--- config.mk ---
export PLATFORM = sky130hd
export DESIGN_NAME = acc_store_buffer
export DESIGN_NICKNAME = d
export VERILOG_FILES = /design/src/rtl/acc_store_buffer.sv
export SDC_FILE = /design/constraint.sdc
export NUM_CORES = 1
export LEC_CHECK = 0
export ABC_AREA = 1
export BUFFER_PORTS_ARGS = -buffer_cell sky130_fd_sc_hd__buf_2
export CORE_MARGIN = 5
export CORE_UTILIZATION = 40
export DETAILED_ROUTE_END_ITERATION = 6
export HOLD_SLACK_MARGIN = 0.12
export SYNTH_ARGS = -nofsm -noshare
export SYNTH_HDL_FRONTEND = slang
export SYNTH_SLANG_ARGS = --single-unit
--- constraint.sdc ---
create_clock -name clk -period 2.9 [get_ports clk]
set_input_delay 0.725 -clock clk [delete_from_list [all_inputs] [get_ports clk]]
set_output_delay 0.725 -clock clk [all_outputs]
set_load 0.02 [all_outputs]
--- src/rtl/acc_store_buffer.sv ---
// Store buffer between the accumulator and the data-memory write port.
// Holds {addr, data} entries in FIFO order, drains over valid/ready, forwards to loads.
module acc_store_buffer #(
    parameter int DATA_WIDTH = 8,
    parameter int ADDR_WIDTH = 5,
    parameter int DEPTH      = 4
) (
    input  logic                    clk,
    input  logic                    rst,
    input  logic                    st_en,
    input  logic [ADDR_WIDTH-1:0]   st_addr,
    input  logic [DATA_WIDTH-1:0]   acc_in,
    output logic                    buf_full,
    output logic                    buf_empty,
    output logic [$clog2(DEPTH):0]  count,
    output logic                    ovf,
    output logic                    mem_wr_valid,
    input  logic                    mem_wr_ready,
    output logic [ADDR_WIDTH-1:0]   mem_addr,
    output logic [DATA_WIDTH-1:0]   mem_data,
    input  logic [ADDR_WIDTH-1:0]   fwd_addr,
    output logic                    fwd_hit,
    output logic [DATA_WIDTH-1:0]   fwd_data
);
    localparam int PW = $clog2(DEPTH);
    localparam int CW = PW + 1;

    logic [DEPTH-1:0][ADDR_WIDTH-1:0] addr_q;
    logic [DEPTH-1:0][DATA_WIDTH-1:0] data_q;
    logic [DEPTH-1:0]                 valid_q;
    logic [PW-1:0]                    head;
    logic [PW-1:0]                    tail;
    logic                             enq;
    logic                             deq;

    assign buf_full     = (count == CW'(DEPTH));
    assign buf_empty    = (count == '0);
    assign mem_wr_valid = !buf_empty;

    // Full blocks stores outright, even if the head drains on this same edge.
    assign enq = st_en && !buf_full;
    assign deq = mem_wr_valid && mem_wr_ready;

    assign mem_addr = mem_wr_valid ? addr_q[head] : '0;
    assign mem_data = mem_wr_valid ? data_q[head] : '0;

    always_ff @(posedge clk) begin
        if (rst) begin
            head    <= '0;
            tail    <= '0;
            count   <= '0;
            ovf     <= 1'b0;
            valid_q <= '0;
            addr_q  <= '0;
            data_q  <= '0;
        end else begin
            if (st_en && buf_full)
                ovf <= 1'b1;
            if (deq) begin
                valid_q[head] <= 1'b0;
                head          <= head + PW'(1);
            end
            if (enq) begin
                addr_q[tail]  <= st_addr;
                data_q[tail]  <= acc_in;
                valid_q[tail] <= 1'b1;
                tail          <= tail + PW'(1);
            end
            case ({enq, deq})
                2'b10:   count <= count + CW'(1);
                2'b01:   count <= count - CW'(1);
                default: count <= count;
            endcase
        end
    end

    // Walk oldest to youngest so a later match overrides an earlier one.
    always_comb begin
        logic [PW-1:0] idx;
        fwd_hit  = 1'b0;
        fwd_data = '0;
        idx      = '0;
        for (int k = 0; k < DEPTH; k++) begin
            idx = head + PW'(k);
            if (valid_q[idx] && addr_q[idx] == fwd_addr) begin
                fwd_hit  = 1'b1;
                fwd_data = data_q[idx];
            end
        end
    end
endmodule

# Word-level counts from Yosys, hierarchy flattened
# Cells that the tools add are included.
[totals]
ff_bits = 64
latchBits = 0
ramBits = 0
mem_bits_ro = 0
input_bits = 22
output_inout_bits = 29
word_cells = 97
n_memories = 0
[classes]
add_sub_neg = 6
mul = 0
div = 0
n_lt_le_gt_ge = 7
n_eq_ne = 7
shifts = 0
n_mux = 48
bitwise = 3
reduce_logical = 13
[op_table]
columns = ["op", "count"]
rows = [
  ["8-bit 2-to-1 mux", 10],
  ["8-bit binary-select mux with 2-bit select", 4],
  ["5-bit binary-select mux with 2-bit select", 4],
  ["32-bit bitwise mux", 1],
  ["5-bit 2-to-1 mux", 6],
  ["20-bit bitwise mux", 1],
  ["5-bit equality test", 4],
  ["8-bit demux with 2-bit select", 1],
  ["2-bit by 3-bit < comparator with 1-bit output (second input constant)", 5],
  ["4-bit 2-to-1 mux", 3],
  ["5-bit demux with 2-bit select", 1],
  ["1-bit 2-to-1 mux", 10],
  ["1-bit logical AND", 9],
  ["1-bit binary-select mux with 2-bit select", 4],
  ["3-bit case mux with 2 select lines", 1],
  ["2-bit by 1-bit adder with 2-bit output (second input constant)", 2],
  ["2-bit adder (second input constant)", 2],
  ["4-bit AND", 1],
  ["1-bit demux with 2-bit select", 2],
  ["2-bit by 1-bit greater-or-equal comparator with 1-bit output (second input constant)", 2],
  ["4-bit NOT", 1],
  ["4-bit OR", 1],
  ["3-bit by 1-bit adder with 3-bit output (second input constant)", 1],
  ["3-bit equality test (second input constant)", 1],
  ["other kinds (6)", 7],
]

# Longest topological paths before layout
[logic_depth]
depth_word = 10
depth_mapped = 18

# Worst setup path before layout
# Ideal clock, no wire load.
[synth_timing]
path_type = "reg2out"
startpoint = "reg head[1]"
endpoint = "out fwd_data[6]"
arrival_time_ps = 2573
t_required_ps = 2175
path_slack_ps = -398
stages_incl_launch_ff = 19
path_cell_list = "dfxtp_1 > inv_2 > buf_2 > clkbuf_1 > ha_1 > buf_2 > inv_2 > buf_6 > nand3_1 > nand3_1 > nand2_1 > nor2_1 > nand3_2 > buf_4 > nor2_2 > nor2_1 > nand2_1 > nand2_1 > nand2_1"
[synth_via]
elab_chain_len = 8
word_cells_on_any_way = 39
[synth_rtl]
columns = ["element", "line", "rtl"]
rows = [
  ["start: declaration", "31", "logic [PW-1:0] head;"],
  ["start signal: assignment", "61", "head <= head + PW'(1);"],
  ["2-bit by 1-bit adder with 2-bit output / 5-bit binary-select mux with 2-bit select (equally long branches)", "84, 85", ""],
  ["5-bit binary-select mux with 2-bit select / 5-bit 2-to-1 mux (equally long branches)", "85", "if (valid_q[idx] && addr_q[idx] == fwd_addr) begin"],
  ["5-bit 2-to-1 mux (implied by the code) / 5-bit equality test (equally long branches)", "85", ""],
  ["5-bit equality test / 1-bit logical AND (equally long branches)", "85", ""],
  ["1-bit logical AND / 8-bit 2-to-1 mux (equally long branches)", "85", ""],
  ["8-bit 2-to-1 mux (2 in a row)", "85", ""],
  ["8-bit 2-to-1 mux *", "85", ""],
  ["end: declaration", "23", "output logic [DATA_WIDTH-1:0] fwd_data"],
]
# Mark *: on every way between the ends. The rest lies on a longest branch, timed or not. The select of a mux whose other input is x is not followed.

# Final worst setup path
[layout_timing]
startpoint = "reg head[0]"
endpoint = "out fwd_data[2]"
# The elaborated chain is that of the path after synthesis.

==> out/metrics.cfg <==
[critical_path]
crit_path_end_kind = output port
crit_family = simple AND/OR/NAND/NOR gates
worstSetupStartpointType = flip-flop
crit_chain = inv_4 -> ha_4 -> inv_8 -> nand3_2 -> nand2_1 -> nand2_1 -> nand2_2 -> nor2_4 -> nand3_4 -> nor2_2 -> nor2_1 -> nand2_1 -> nand2_1 -> nand2_1 -> buf_6
cp.arrival_ps = 2340
cp_max_fo = 13
cp_slowest_cell = dfxtp_4
slowest_delay_ps = 390
path_common_cell = nand2_1
cp.required_ps = 2170
r2r_cells = 11
worstReg2RegStart = count[0]
worst-path-buf-inv = 3
path_class = flip-flop to output port
r2r_slack_ps = 720
r2r_end = count[2]

[layout]
syn_to_final_growth_pct = 19.4
drive_gt1_frac = 0.154
final_nets = 825
n_antenna_cell = 0
final_cells = 938
design_area_um2 = 5320
utilization = 0.489
fill_cells = 1133

[yosys]
synthArstFlopShare = 0
yosys.area.top_type = dfxtp_1
yosys-top-cells-count = nand2_1 (234), nor2_1 (99), nand3_1 (84), dfxtp_1 (64), inv_1 (63)
syn-num-nets = 785
ys_seq_area_frac = 0.287
synth_area_um2 = 4460
syn_inst = 753
synth_area_leaders = dfxtp_1 (29%), nand2_1 (20%), nand3_1 (9.4%), nor2_1 (8.3%), o21ai_0 (6.5%)
avgSynthCellArea_um2 = 5.92
synth_edf_count = 0
synth_top_area_share = 0.287
ys_types = 30
yosysWarnings = 0
synth_most_common_cell = nand2_1
ys.flop_type = dfxtp_1
ys_ff_latch = 64

[power_and_ir_drop]
total_power_mw = 4.73
powerDensity_nw_per_um2 = 889
irDropWorstVdd_v = 0.000473
power.leakage_nw = 2.34

[floorplanning]
die_area_um2 = 13400
die_x_um = 116
die_y_um = 116
ios = 51
start_util = 0.410
num_rows = 38
core_area_um2 = 10900

[timing]
fmax_ghz = 0.326
finalSetupViolations = 9
hold_viol = 0
setup_ws_ps = -165
rsz0062_at_grt = yes
tightestPinTransition_ps = 827
relSlewSlack = 0.448
maxSlewViolCount = 0
finClkSkew_ps = 7.35
post-route-min-period_ps = 3060
fin_crit_sh = 1.06

[clock_tree]
clk_latency_ps = 340
cts_tree = yes
cts_hold_buf = 0
cts_buffers = 9
clk_pin_slew_ps = 70
clock_tree.root_cell = clkbuf_8
cts_max_level = 3
cts_sinks = 64
cts_buffer_depth = 2

[place]
placed_cell_area_um2 = 4830
hpwlAfterDp_mm = 9.50
gp_congestion = 0.869
dp_cells = 913
portBuffers = 50

[routing]
routedWlPerCell_um = 14.1
wl_mm = 13.3
routed_via_density = 5.16
vias = 4839
drc = 0
ant_nets = 0
drtIter0Drc = 463
dr.pass1.iters = 5

[run]
maxCapViolations = 0

[global_route]
grtUsageTotal = 0.206
grt_overflow = 0
grt_pass1_vias = 4244
antenna_found_initial = 0
grt_pass1_wl_mm = 21.8
grt_max_degree = 60

[worst_hold_path]
min_to = ovf
hold_class = flip-flop to flip-flop
hold_depth = 2
worstHoldStart = ovf

[run_status]
status = finished, violations left
violations = negative setup slack

sequential cells by signal, indices dropped and copies added (netlist names):
| signal | cells |
|---|---|
| tail | 2 |
| head | 2 |
| valid_q | 4 |
| addr_q | 20 |
| data_q | 32 |
| ovf | 1 |
| count | 3 |
cell families (layout without fill, tap and decap cells):
| kind of cell | after synthesis | after routing | synth area share |
|---|---|---|---|
| AOI/OAI and AO/OA | 133 | 133 | 0.169 |
| DFF | 64 | 64 | 0.287 |
| buffers and inverters | 108 | 151 | 0.103 |
| adders and majority gates | 10 | 10 | 0.0297 |
| muxes | 5 | 5 | 0.0112 |
| and+or+nand+nor | 431 | 433 | 0.396 |
| xor gates and xnor gates | 2 | 2 | 0.00393 |
per-layer routing:
| layer | GRT usage | vias up | routed length [um] |
|---|---|---|---|
| li1 | - | 2521 | - |
| met1 | 0.328 | 2151 | 6850 |
| met2 | 0.282 | 155 | 5330 |
| met3 | 0.0298 | 12 | 924 |
| met4 | 0.0579 | 0 | 160 |
| met5 | 0 | - | 0 |
layout make-up:
cell class | count | area (um^2) | area share
Timing Repair Buffer | 69 | 505 | 0.0949
Sequential cell | 64 | 1290 | 0.242
Tap cell | 140 | 175 | 0.0329
Multi-Input combinational cell | 583 | 2900 | 0.544
Clock buffer | 13 | 159 | 0.0298
Clock inverter | 3 | 40.0 | 0.00752
Inverter | 66 | 260 | 0.0489
placed cells by master, fill, tap and decap left out, types with 8 or more instances in the layout:
cell	count
inv_1	63
nand2_1	227
nor2_1	91
ha_1	8
a211oi_1	33
buf_4	14
a21oi_1	34
clkbuf_8	11
buf_6	10
nand3_1	76
buf_2	41
o21ai_0	57
dfxtp_1	62
worst min-delay path: stages (launching register included):
cell	delay (ps)
dfxtp_1	310
inv_1	40
a21oi_1	50
metrics by stage:
stage               hold WS (ps)  setup TNS, ps  setup slack [ps]
floorplan                    439              0             0.230
global placement             436              0              38.7
detailed placement           448              0              5.67
CTS                          456          -1210              -154
global route                 478          -2630              -311
finish                       447          -1270              -165
what timing repair did:
| item | 4_1_cts | 5_1_grt |
|---|---|---|
| pin swaps | 13 | 5 |
| gates cloned | 2 | 0 |
| setup endpoints to repair | 9 | 9 |
| gates resized for setup | 47 | 12 |
| setup buffers | 6 | 1 |
how the worst max path moves through the flow:
stage	from	endpoint	slack [ps]	depth (start not counted)
3_3_place_gp	fwd_addr[1]	fwd_data[6]	40	10
6_report	head[0]	fwd_data[2]	-160	15
3_5_place_dp	head[0]	fwd_data[7]	6	15
4_1_cts	head[0]	fwd_data[2]	-150	14
5_1_grt	head[0]	fwd_data[5]	-310	14
2_1_floorplan	head[1]	fwd_data[6]	0.2	17
power breakdown:
group	internal, mW	total, mW	switching (mW)
clock network	0.442	0.772	0.330
registers	0.997	1.09	0.0891
logic	0.975	2.87	1.90
Power figures use the tool's default switching activity.
